`config.mk`:
```
export PLATFORM = sky130hd
export DESIGN_NAME = stg1if
export DESIGN_NICKNAME = d
export VERILOG_FILES = /design/src/rtl/stg1if_pkg.sv /design/src/rtl/stg1if_fifo2.sv /design/src/rtl/stg1if.sv
export SDC_FILE = /design/constraint.sdc
export NUM_CORES = 1
export LEC_CHECK = 0
export CAP_MARGIN = 40
export CORE_UTILIZATION = 38
export DETAILED_ROUTE_END_ITERATION = 10
export PLACE_DENSITY = 0.64
export SLEW_MARGIN = 5
export SYNTH_ARGS = -nofsm -noshare
export SYNTH_HDL_FRONTEND = slang
export SYNTH_SLANG_ARGS = --single-unit
```
`constraint.sdc`:
```
create_clock -name iw_clk -period 3.9 [get_ports iw_clk]
set_clock_uncertainty 0.05 [all_clocks]
set_input_delay 0.39 -clock iw_clk [delete_from_list [all_inputs] [get_ports iw_clk]]
set_output_delay 0.39 -clock iw_clk [all_outputs]
set_load 0.02 [all_outputs]
```
`src/rtl/stg1if_pkg.sv`:
```
// Shared sizes and helpers for the fetch stage (stg1if) and its output FIFO.
package stg1if_pkg;
   localparam int ADDR_W_DEF  = 24;
   localparam int INSTR_W_DEF = 24;
   localparam int CNT_W_DEF   = 16;
   localparam int FIFO_DEPTH  = 2;

   typedef logic [1:0] fifo_cnt_t;

   // True when buffered + in-flight words, after this cycle's pop, leave room for one more.
   function automatic logic has_room(input fifo_cnt_t count, input logic inflight, input logic pop);
      return (int'(count) + int'(inflight) - int'(pop)) <= (FIFO_DEPTH - 1);
   endfunction
endpackage

```
`src/rtl/stg1if_fifo2.sv`:
```
// Two-entry FIFO of fetched {pc, instr} words; clear empties it and wins over push/pop.
module if_fifo2
   import stg1if_pkg::*;
#(
   parameter int W = 48
) (
   input  logic         clk,
   input  logic         rst_n,
   input  logic         clear,
   input  logic         push,
   input  logic         pop,
   input  logic [W-1:0] din,
   output logic [W-1:0] dout,
   output fifo_cnt_t    count
);
   logic [W-1:0] mem_reg [FIFO_DEPTH];
   logic         wr_ptr_reg;
   logic         rd_ptr_reg;
   fifo_cnt_t    count_reg;
   fifo_cnt_t    count_next;

   always_comb begin
      count_next = count_reg;
      if (push && !pop)
         count_next = count_reg + 2'd1;
      else if (pop && !push)
         count_next = count_reg - 2'd1;
   end

   // Entries are reset so the head reads as zero straight out of reset.
   always_ff @(posedge clk or negedge rst_n) begin
      if (!rst_n) begin
         for (int i = 0; i < FIFO_DEPTH; i++)
            mem_reg[i] <= '0;
         wr_ptr_reg <= 1'b0;
         rd_ptr_reg <= 1'b0;
         count_reg  <= '0;
      end else if (clear) begin
         wr_ptr_reg <= 1'b0;
         rd_ptr_reg <= 1'b0;
         count_reg  <= '0;
      end else begin
         if (push) begin
            mem_reg[wr_ptr_reg] <= din;
            wr_ptr_reg          <= ~wr_ptr_reg;
         end
         if (pop)
            rd_ptr_reg <= ~rd_ptr_reg;
         count_reg <= count_next;
      end
   end

   assign dout  = mem_reg[rd_ptr_reg];
   assign count = count_reg;
endmodule

```
`src/rtl/stg1if.sv`:
```
// Instruction fetch stage: issues one-cycle-latency imem reads and buffers returns for decode.
module stg1if
   import stg1if_pkg::*;
#(
   parameter int ADDR_W  = ADDR_W_DEF,
   parameter int INSTR_W = INSTR_W_DEF,
   parameter int CNT_W   = CNT_W_DEF
) (
   input  logic               iw_clk,
   input  logic               iw_rst_n,
   input  logic [ADDR_W-1:0]  iw_pc,
   input  logic               iw_pc_valid,
   output logic               ow_pc_ready,
   output logic               ow_imem_en,
   output logic [ADDR_W-1:0]  ow_imem_addr,
   input  logic [INSTR_W-1:0] iw_imem_data,
   output logic [ADDR_W-1:0]  ow_ifid_pc,
   output logic [INSTR_W-1:0] ow_ifid_instr,
   output logic               ow_ifid_valid,
   input  logic               iw_stall,
   input  logic               iw_flush,
   output logic [CNT_W-1:0]   ow_bubble_cnt
);
   logic                      accept;
   logic                      pop;
   logic                      push;
   logic                      inflight_reg;
   logic [ADDR_W-1:0]         inflight_pc_reg;
   logic [ADDR_W-1:0]         imem_addr_reg;
   logic [CNT_W-1:0]          bubble_cnt_reg;
   fifo_cnt_t                 fifo_count;
   logic [ADDR_W+INSTR_W-1:0] fifo_dout;

   assign ow_ifid_valid = (fifo_count != '0);
   assign pop           = ow_ifid_valid & ~iw_stall;
   // A flush kills the word returning this cycle simply by not pushing it.
   assign push          = inflight_reg & ~iw_flush;
   assign ow_pc_ready   = ~iw_flush & has_room(fifo_count, inflight_reg, pop);
   assign accept        = iw_pc_valid & ow_pc_ready;
   assign ow_imem_en    = accept;
   assign ow_imem_addr  = accept ? iw_pc : imem_addr_reg;

   always_ff @(posedge iw_clk or negedge iw_rst_n) begin
      if (!iw_rst_n) begin
         inflight_reg    <= 1'b0;
         inflight_pc_reg <= '0;
         imem_addr_reg   <= '0;
      end else begin
         inflight_reg <= accept;
         if (accept) begin
            inflight_pc_reg <= iw_pc;
            imem_addr_reg   <= iw_pc;
         end
      end
   end

   always_ff @(posedge iw_clk or negedge iw_rst_n) begin
      if (!iw_rst_n)
         bubble_cnt_reg <= '0;
      else if (!ow_ifid_valid && (bubble_cnt_reg != '1))
         bubble_cnt_reg <= bubble_cnt_reg + 1'b1;
   end

   if_fifo2 #(
      .W(ADDR_W + INSTR_W)
   ) u_fifo (
      .clk   (iw_clk),
      .rst_n (iw_rst_n),
      .clear (iw_flush),
      .push  (push),
      .pop   (pop),
      .din   ({inflight_pc_reg, iw_imem_data}),
      .dout  (fifo_dout),
      .count (fifo_count)
   );

   assign ow_ifid_pc    = fifo_dout[ADDR_W+INSTR_W-1:INSTR_W];
   assign ow_ifid_instr = fifo_dout[INSTR_W-1:0];
   assign ow_bubble_cnt = bubble_cnt_reg;
endmodule
```
==> reports/qor.txt <==
pin count of the biggest net entering global routing -> 59
Cell Area, Synth -> 7050 sq um
global-route usage over all layers -> 16.9%
end of the worst hold path -> u_fifo.rd_ptr_reg
Synth Area in Simple Gates -> 4.07%
Rows -> 49
Leak -> 4.08 nW
root buf cell -> clkbuf_16
Die Area -> 19100 sq um
CTS clk-pin slew, worst paths -> 0.06 ns
Net Sw Frac -> 28.8%
adder-cell share of the synthesized area -> 0.817%
Clock Latency Late Sink -> 0.42 ns
post-synthesis mux area share -> 31.6%
Largest register FFs -> 96
# clock sinks -> 165
global-route wire length before repair -> 25300 um
share of cells above drive strength 1 -> 41.1%
Reg2Reg Setup Slack -> 0.90 ns
logic gate share of total power -> 29.1%
crit-path cells -> nor3b_4 -> nand2b_4 -> ha_1 -> inv_1 -> fa_1 -> xnor2_1 -> a22oi_2 -> nor3b_4 -> buf_6 -> buf_4 -> mux2_4 -> dlygate4sd2_1
Layout Nets -> 681
compound-cell area share of the yosys netlist -> 1.01%
Clk pwr share -> 29.3%
fill cell total of the finished layout -> 1492
total number of vias -> 4277
CP Launch Type -> flop
# IOs -> 144
P_sw -> 1.67 mW
Reg-to-Reg Start -> u_fifo.count[0]
highest clock rate -> 267 MHz
CP required -> 3.46 ns
Placed Area -> 8860 sq um
H-tree levels -> 4
worst hold-check path type -> input port to flop
hold_ws -> 0.421 ns
Routed Antenna Nets -> 0
TritonCTS Buffers -> 17
MaxCap Viol Count -> 0
via/cell ratio -> 4.94
RSZ-0062 raised after global routing -> no
Yosys cell types -> 37
setup violators final -> 0
CTS tree -> built
initial antenna violation count -> 0
Post-Synth XOR/XNOR Area -> 1.99%
power share of the sequential group -> 41.6%
CP Depth -> 12
worst hold start -> iw_stall
WHS Path Cells -> 4
Bufs on Longest Clock Path -> 2
Critical Path Sink Type -> output port
crit-path leading delay family -> buffers and inverters
worst reg-to-reg path cell count -> 12
initial core utilization -> 39.0%
Critical Path Most Common Cell -> nor3b_4
final hold vios -> 0
Die W -> 138 um
syn_area_per_cell -> 15.2 sq um
CP Class -> flop to output port
DR DRC count -> 16
Reg2Reg Capture Point -> inflight_pc_reg[2]
Area growth syn-to-layout -> 34.8%
Yosys warning total -> 0
failing checks -> design-rule violations
WL per Instance -> 17.1 um
main flop type after synthesis -> dfrtp_1
maximum vdd drop -> 324 uV
Worst path slowest cell -> dfrtp_2
M1 GR Usage -> 21.5%
DR pass1 iterations -> 7
number of synthesized flops with an enable pin -> 0
post-route cell area -> 9500 sq um
grt peak-use layer -> met2
syn_nets -> 520
Seq/Total Area, Yosys -> 58.6%
FF+latch count, synth -> 165
multi-input combinational cell area -> 2820 sq um
FF+latch area -> 4130 sq um
cells after synthesis -> 463
status -> finished with violations
initial DRC count -> 192
core area -> 18100 sq um
Crit Path Max Fanout -> 11
Worst Path Arrival -> 3.31 ns
Die H -> 138 um
Pint -> 4.13 mW
Routed WL -> 14800 um
critical path's largest stage delay -> 0.44 ns
slew margin rel. -> 62.8%
grt ovf -> 0
HPWL Detailed -> 9640 um
grt met2 use -> 27.6%
number of global-route vias before repair -> 4829
Placer Congestion -> 0.796
number of antenna diodes -> 0
max-slew violation count -> 0
final worst-path cycle share -> 96.2%
met3 usage -> 5.06%
ys async rst share -> 100%
PwrDens -> 611 nW/um^2
fin crit period -> 3.75 ns
worst-margin pin slew -> 0.558 ns
largest family of logic cells by synthesized area -> multiplexers
crit path buf inv count -> 4
Port Buffers -> 143
## tightest hold or removal path, delay by kind of cell
| family | cells | cell delay, ns |
|---|---|---|
| and+or+nand+nor | 1 | 0.10 |
| buffers and inverters | 2 | 0.30 |
| AOI/OAI and AO/OA | 1 | 0.05 |
## per-stage QoR
step / worst slack (ns) / TNS, ns / instances / power [mW] / utilization, %
floorplan: 0.702 / 0 / 463 / 3.40 / -
global placement: -0.0344 / -0.478 / 828 / 4.10 / 48.8
detailed placement: -0.0782 / -1.11 / 830 / 4.18 / 49.0
CTS: 0.00693 / 0 / 865 / 5.88 / 52.5
global route: 0.00169 / 0 / 866 / 6.11 / 52.5
finish: 0.149 / 0 / 866 / 5.80 / 52.5
## Yosys cell counts (all sizes together) (3+ instances only)
library cell  instances  area (sq um)
nor4                  3          40.0
nor3b                 3          27.5
buf                  15          92.6
nor2                  9          33.8
nand4                 6          43.8
nor3                  6          35.0
inv                   5          18.8
ha                    3          37.5
mux2                195          2230
o21ai                 3          15.0
dfrtp               165          4130
nand2                 9          33.8
xor2                  6          52.6
xnor2                10          87.6
clkbuf                6          22.5
## final cells by class
cell class | count | share of cell area, %
Sequential cell | 165 | 43.5
Multi-Input combinational cell | 272 | 29.6
Timing Repair Buffer | 163 | 17.3
Clock buffer | 23 | 5.13
Tap cell | 229 | 3.02
Clock inverter | 9 | 1.21
Inverter | 5 | 0.197
## cell families after synthesis
logic type      count (synthesis)
xor+xnor                       16
simple gates                   47
mux                           195
fa+ha+maj                       4
flops                         165
compound gates                 10
buf+inv                        26
## worst max path at each step
stage / from / end / slack, ns
after detailed placement: iw_stall / ow_imem_addr[8] / -0.08
after global placement: iw_stall / ow_imem_addr[13] / -0.03
after CTS: u_fifo.count[0] / ow_imem_addr[14] / 0.007
final: u_fifo.count[0] / ow_imem_addr[21] / 0.15
after floorplan: u_fifo.count[1] / ow_imem_addr[14] / 0.70
after global routing: u_fifo.count[0] / ow_imem_addr[20] / 0.002
## per-layer routing
layer,vias to the layer above,wire length [um]
met3,15,894
met2,104,7130
met5,-,0
met4,0,199
met1,2181,6570
li1,1977,-
## cell usage in the layout (no fill, tap or decap), types with 2 or more instances in the layout
| cell type | count |
|---|---|
| mux2_2 | 186 |
| dfrtp_1 | 163 |
| clkdlybuf4s50_1 | 116 |
| dlygate4sd2_1 | 20 |
| clkbuf_16 | 17 |
| buf_4 | 11 |
| xnor2_1 | 10 |
| nand2_1 | 9 |
| nor2_1 | 9 |
| mux2_4 | 9 |
| xor2_1 | 6 |
| inv_1 | 5 |
| nand4_1 | 5 |
| nor3_1 | 4 |
| clkbuf_8 | 4 |
| clkbuf_2 | 4 |
| buf_12 | 4 |
| o21ai_0 | 3 |
| ha_1 | 3 |
| inv_6 | 3 |
| buf_6 | 3 |
| nor3b_4 | 2 |
| nand3_1 | 2 |
| nor3_2 | 2 |
| a21oi_1 | 2 |
| or2_2 | 2 |
| and3_1 | 2 |
| o2111ai_1 | 2 |
| clkbuf_1 | 2 |
| clkinvlp_4 | 2 |
| bufinv_16 | 2 |
| dlymetal6s2s_1 | 2 |
| dfrtp_2 | 2 |
## timing repair
action / in CTS / in global routing
hold endpoints to repair: 52 / 0
gates resized for setup: 26 / 13
cloned: 1 / 0
setup endpoints to repair: 24 / 25
hold buffers: 1 / 0
pin swaps: 2 / 0
setup buffers: 1 / 1
## power groups by stage
stage | clock network, mW | logic [mW] | registers [mW]
detailed placement | 0 | 1.73 | 2.44
finish | 1.70 | 1.69 | 2.41
CTS | 1.75 | 1.72 | 2.41
global route | 1.82 | 1.81 | 2.48
global placement | 0 | 1.69 | 2.40
floorplan | 0 | 0.992 | 2.41
Power figures use the tool's default switching activity.
